===== src/rtl/serial_alu_ctrl.sv =====
// Bit-serial ALU sequencer: steps an external 1-bit ALU slice over WIDTH-bit
// operands LSB first, chaining carry through a register, then reports N/Z/C/V.
module serial_alu_ctrl #(
    parameter int WIDTH = 64
) (
    input  logic             clk,
    input  logic             reset,
    input  logic             start,
    input  logic [WIDTH-1:0] a,
    input  logic [WIDTH-1:0] b,
    input  logic [2:0]       control,
    output logic             ready,
    output logic             done,
    output logic [WIDTH-1:0] result,
    output logic             negative,
    output logic             zero,
    output logic             carryOut,
    output logic             overflow,
    output logic             slice_a,
    output logic             slice_b,
    output logic             slice_cin,
    output logic [2:0]       slice_control,
    input  logic             slice_result,
    input  logic             slice_cout
);

    typedef enum logic [1:0] {IDLE, RUN, DONE} state_t;

    localparam int CW = $clog2(WIDTH);
    localparam logic [CW-1:0] LAST_BIT = CW'(WIDTH - 1);

    state_t           state;
    logic [WIDTH-1:0] a_sh;
    logic [WIDTH-1:0] b_sh;
    logic [WIDTH-1:0] res_sh;
    logic [2:0]       op;
    logic             carry;
    logic [CW-1:0]    cnt;

    logic [WIDTH-1:0] res_next;
    logic [WIDTH-1:0] res_final;
    logic             arith;
    logic             illegal;
    logic             cin_msb;

    assign ready = (state == IDLE);

    // Slice drive is gated so the external slice sees all-zero outside RUN.
    assign slice_a       = (state == RUN) & a_sh[0];
    assign slice_b       = (state == RUN) & b_sh[0];
    assign slice_cin     = (state == RUN) & carry;
    assign slice_control = (state == RUN) ? op : 3'b000;

    always_comb begin
        // NOTE: every always_comb output gets a default first so no latch is inferred.
        res_next  = {slice_result, res_sh[WIDTH-1:1]};
        arith     = (op == 3'b010) || (op == 3'b011);
        illegal   = (op == 3'b001) || (op == 3'b111);
        res_final = illegal ? '0 : res_next;
        // Carry into the MSB is the carry register during the last bit cycle.
        cin_msb   = slice_cin;
    end

    // NOTE: sequential state uses non-blocking assignments only, so every register
    // samples pre-edge values regardless of statement order.
    always_ff @(posedge clk) begin
        if (!reset) begin
            state    <= IDLE;
            done     <= 1'b0;
            result   <= '0;
            negative <= 1'b0;
            zero     <= 1'b0;
            carryOut <= 1'b0;
            overflow <= 1'b0;
            a_sh     <= '0;
            b_sh     <= '0;
            res_sh   <= '0;
            op       <= 3'b000;
            carry    <= 1'b0;
            cnt      <= '0;
        end else begin
            done <= 1'b0;
            case (state)
                IDLE: begin
                    if (start) begin
                        a_sh   <= a;
                        b_sh   <= b;
                        op     <= control;
                        cnt    <= '0;
                        // Subtraction is A + ~B + 1: the slice inverts B, we supply the +1.
                        carry  <= (control == 3'b011);
                        res_sh <= '0;
                        state  <= RUN;
                    end
                end
                RUN: begin
                    a_sh   <= a_sh >> 1;
                    b_sh   <= b_sh >> 1;
                    res_sh <= res_next;
                    carry  <= slice_cout;
                    if (cnt == LAST_BIT) begin
                        state    <= DONE;
                        done     <= 1'b1;
                        result   <= res_final;
                        negative <= res_final[WIDTH-1];
                        zero     <= (res_final == '0);
                        carryOut <= arith & slice_cout;
                        overflow <= arith & (cin_msb ^ slice_cout);
                    end else begin
                        cnt <= cnt + 1'b1;
                    end
                end
                DONE:    state <= IDLE;
                default: state <= IDLE;
            endcase
        end
    end

endmodule


===== config.mk =====
export PLATFORM = sky130hd
export DESIGN_NAME = serial_alu_ctrl
export DESIGN_NICKNAME = d
export VERILOG_FILES = /design/src/rtl/serial_alu_ctrl.sv
export SDC_FILE = /design/constraint.sdc
export NUM_CORES = 1
export LEC_CHECK = 0
export CORE_MARGIN = 8
export CORE_UTILIZATION = 35
export CTS_CLUSTER_DIAMETER = 200
export DETAILED_ROUTE_END_ITERATION = 10
export MAX_ROUTING_LAYER = met4
export PLACE_DENSITY_LB_ADDON = 0.2
export SETUP_SLACK_MARGIN = 0.5
export SLEW_MARGIN = 20
export SYNTH_ARGS = -nofsm -noshare
export SYNTH_HDL_FRONTEND = slang
export SYNTH_SLANG_ARGS = --single-unit

===== constraint.sdc =====
create_clock -name clk -period 2.17 [get_ports clk]
set_input_delay 0.434 -clock clk [delete_from_list [all_inputs] [get_ports clk]]
set_output_delay 0.434 -clock clk [all_outputs]
set_load 0.02 [all_outputs]

# == Yosys cells after proc, flatten, opt, wreduce, memory -nomap -nowiden ==
# Cells that the tools add are included.
# word_totals
out_inout_bits,76
in_bits,136
word_cells,58
reg_bits,273
# op_classes
n_reduce_logical,11
bitwise,6
eq_ne,10
n_mux,17
add_sub_neg,1
# ops
operator,n
one-hot mux 64 bit (2 select lines),3
two-way mux 64 bit,4
logical NOT 64 bit,1
two-way mux 6 bit,2
one-hot mux 6 bit (2 select lines),1
AND reduction 2 bit,5
"equality test 3 x 2 -> 1 bit, second input constant",3
"adder 6 x 1 -> 6 bit, second input constant",1
"equality test 6 bit, second input constant",1
bitwise AND 1 bit,5
two-way mux 2 bit,2
"!= test 2 bit, second input constant",2
one-hot mux 2 bit (2 select lines),1
"equality test 3 x 1 -> 1 bit, second input constant",1
"equality test 3 bit, second input constant",1
two-way mux 3 bit,1
AND reduction 3 bit,1
"equality test 2 x 1 -> 1 bit, second input constant",1
logical NOT 2 bit,1
logical OR 1 bit,2
two-way mux 1 bit,2
"!= test 2 x 1 -> 1 bit, second input constant",1
one-hot mux 1 bit (2 select lines),1
nonzero test 2 bit,1
bitwise XOR 1 bit,1

# == Longest topological paths before layout ==
# depth
ltp_word,4
depth_mapped,8

# == Worst setup path before layout ==
# OpenSTA, ideal clock, no wires.
# synth_path
path_kind,reg2out
start,register state[0]
end,output slice_a
arrival_ns,1.183
stages_incl_launch_ff,6
n_path_buf,3
slack_ns,0.553
cell_sequence,dfxtp_1 > buf_4 > nor2b_1 > buf_2 > clkbuf_1 > and2_1
# synth_between
elab_chain_cells,2
# synth_rtl
item,line,text
start: declaration,32,state_t state;
start signal: assignment,68,state <= IDLE;
start signal: assignment,93,state <= RUN;
start signal: assignment,102,state <= DONE;
equality test 2 x 1 -> 1 bit,49,assign slice_a = (state == RUN) & a_sh[0];
bitwise AND 1 bit,49,
end: declaration,19,"output logic slice_a,"
# Every way passes these cells.

# == Worst setup path in the final report ==
# layout_path
start,register state[1]
end,output slice_a
# Same word-level chain as after synthesis.

==> metrics.txt <==
Pint 0.009129 W; gpl congestion between 0.7 and 0.8; Hold WS 0.3636 ns; Core Area 0.03345 mm^2; via count of the first global-routing pass 10.23k; EDFF count, synth 0; Synth Instances approximately 1.3k; die span in x 200.1 um; peak supply drop 0.5623 mV; drt pass-1 iters 5; worst r2r path cells 5; DR vias/cell 5.296; Reg power frac 0.444; CP top delay family simple AND/OR/NAND/NOR gates; Worst R2R Setup Slack approximately 0.32 ns; Main synth FF type dfxtp_1; full die area 0.04004 mm^2; Worst Tran Pin Value 0.6763 ns; vias post-DR a little over 10k; Fmax between 500 and 600 MHz; wire per inst 18.50 um; asr flop ratio synth 0; class of the most critical setup path reg2out; FP Rows 67; register area share after synthesis 0.4573; DRC Markers 0; Root Buffer clkbuf_16; fin cells 1,963; CTS tree done; Levels on crit path 3; crit path time final 1.955 ns; Clk Latency, worst-skew pair 0.57 ns; Post-Place Cells 1,869; Reg clk slew, reported paths 0.06 ns; first-pass GRT wire length around 57,000 um; critical-path cell list nor2b_4 > and2_4 > buf_6; Final Slew Violations 0; Combinational Power Share 0.122; die height between 200 and 250 um; initial DRC count roughly 640; Total Wirelength between 30,000 and 40,000 um; Core Util, Final 0.4934; Initial Utilization 0.3547; launch point of the worst path state[1]$_SDFFE_PN0P_; post-route clock period utilization 0.9011; Final Hold Vio Count 0; share of cells above drive strength 1 0.2728; clock skew 0.01574 ns; startpoint types register; Psw 0.002848 W; Synthesis Warnings 0; initial antenna violation count 1; depth of the CTS H-tree 1; clock buffer count from CTS 31; largest net degree at the start of global routing 129; setup TNS 0 ns; area grow syn2layout 39.12%; maximum clock path buffer count 3; Slowest cell on crit path dfxtp_4; DP HPWL 20,660 um; Total GRT Usage 0.1725; Critical Path Sink slice_a; status complete, no violations; fillers 3,056; WP data arrival 1.52 ns; CP Max Fanout 7; Clock Sinks approximately 270; grt ovf 0; Slew HR 0.5491; Port Buf Inserts 211; PD cells about 730 mW/mm^2; post-route ant nets 0; CP peak stage delay 0.36 ns; HP Class in2reg; Net Count, Synth around 1.5k; Lkg Pwr about 6.0 nW; Yosys reg bits 271; post-synth cell types 42; max-cap violations 0; clock power share 0.434; endpoints failing setup 0; RSZ-0062 raised after global routing yes; Net Sw Frac 0.2378; reg2reg end res_sh[38]$_SDFFE_PN0P_; CP Data Required Time roughly 1.7 ns; placed cell area 0.01431 mm^2; Critical Path End Type primary output; I/O Pins 212; # nets final 1,630; Cell Area, Synth 0.01186 mm^2; design area 0.01650 mm^2; Buf/Inv on CP 1; Worst R2R Start state[1]$_SDFFE_PN0P_; Avg Inst Size Synth 8.974 um^2
## power by group through the flow
stage	logic (W)	clock network (W)	registers [W]
6_report	0.00146	0.00520	0.00532
3_3_place_gp	0.00134	0	0.00542
3_5_place_dp	0.00135	0	0.00543
4_1_cts	0.00144	0.00533	0.00532
2_1_floorplan	0.000874	0	0.00540
5_1_grt	0.00159	0.00554	0.00535
## how the worst min path moves through the flow
| stage | to | depth (start not counted) | startpoint | slack (ns) |
|---|---|---|---|---|
| finish | a_sh[56]$_SDFFE_PN0P_ | 3 | reset | 0.36 |
| global route | a_sh[56]$_SDFFE_PN0P_ | 3 | reset | 0.36 |
| CTS | carry$_SDFFE_PN0P_ | 3 | reset | 0.34 |
| detailed placement | result[42]$_SDFFE_PN0P_ | 2 | result[42]$_SDFFE_PN0P_ | 0.44 |
| global placement | result[44]$_SDFFE_PN0P_ | 2 | result[44]$_SDFFE_PN0P_ | 0.44 |
| floorplan | result[0]$_SDFFE_PN0P_ | 2 | res_sh[1]$_SDFFE_PN0P_ | 0.46 |
## per-stage QoR
stage	worst slack (ns)	power, W
global placement	0.1971	0.006760
floorplan	0.5530	0.006272
CTS	0.1574	0.01209
finish	0.2147	0.01198
global route	0.1463	0.01248
detailed placement	0.1958	0.006775
## cells by family (layout without fill, tap and decap cells)
group	after synthesis	after routing	synth area share
flops	271	271	0.4573
simple gates	501	501	0.2167
buf+inv	145	337	0.05452
compound gates	398	398	0.2657
xor+xnor	3	3	0.002215
fa+ha+maj	1	1	0.001054
mux	3	3	0.002531
other cells	0	1	0
## Yosys cell counts (16+ instances only)
master	number	area share
a21boi_1	66	0.042
a21oi_1	128	0.054
a22oi_1	65	0.041
buf_1	18	0.0057
buf_2	25	0.011
clkbuf_1	87	0.028
dfxtp_1	271	0.46
nand2_1	70	0.022
nand3_1	67	0.028
nor2_1	128	0.040
nor2b_1	194	0.10
nor4_1	16	0.0084
o221a_2	126	0.12
## worst register-to-register path, stage by stage, from the launching register on
cell      delay [ns]
dfxtp_4         0.38
buf_12          0.41
o21bai_4        0.27
buf_4           0.42
a22oi_1         0.16
nor2b_1         0.14
## sequential cells by signal, indices dropped and copies added (netlist names)
signal    count
zero          1
carryOut      1
b_sh         64
done          1
res_sh       63
op            3
result       64
carry         1
state         2
overflow      1
a_sh         64
cnt           6
## placed cells by master, fill, tap and decap left out, drive strengths merged, types with 2 or more instances in the layout
| cell type | instances |
|---|---|
| a21boi | 67 |
| a21oi | 128 |
| a22oi | 65 |
| a31oi | 2 |
| and2 | 9 |
| buf | 94 |
| bufbuf | 3 |
| bufinv | 2 |
| clkbuf | 56 |
| clkdlybuf4s15 | 43 |
| clkdlybuf4s50 | 133 |
| dfxtp | 271 |
| inv | 5 |
| mux2i | 3 |
| nand2 | 70 |
| nand2b | 2 |
| nand3 | 67 |
| nand3b | 2 |
| nand4 | 5 |
| nand4b | 2 |
| nor2 | 128 |
| nor2b | 194 |
| nor3b | 2 |
| nor4 | 16 |
| o221a | 126 |
| xnor2 | 3 |
## area by class of cell
cell class	instances	area (um^2)	area share
diodes	1	2.502	0.0001516
flip-flops and latches	271	5434	0.3292
inverters	4	15.01	0.0009097
multi-input cells	906	6312	0.3825
clock buffers	50	927.1	0.05617
repair buffers	279	3168	0.1919
well taps	448	560.5	0.03396
clock inverters	4	85.08	0.005155
## metal layers
| layer | routed length [um] | vias up | GRT usage |
|---|---|---|---|
| met5 | 0 | - | - |
| li1 | - | 5097 | - |
| met4 | 571 | 0 | 0.03389 |
| met1 | 17290 | 5051 | 0.2306 |
| met2 | 16920 | 215 | 0.2730 |
| met3 | 1546 | 34 | 0.02824 |
## timing repair
item                                    CTS  global route
endpoints found under the setup margin  334           280
setup buffers                            20             4
hold buffers                              0             0
cloned                                   12             3
resized for setup                       324            91
pin swaps                                41            53
No activity file was read; power rests on OpenSTA's default activity.
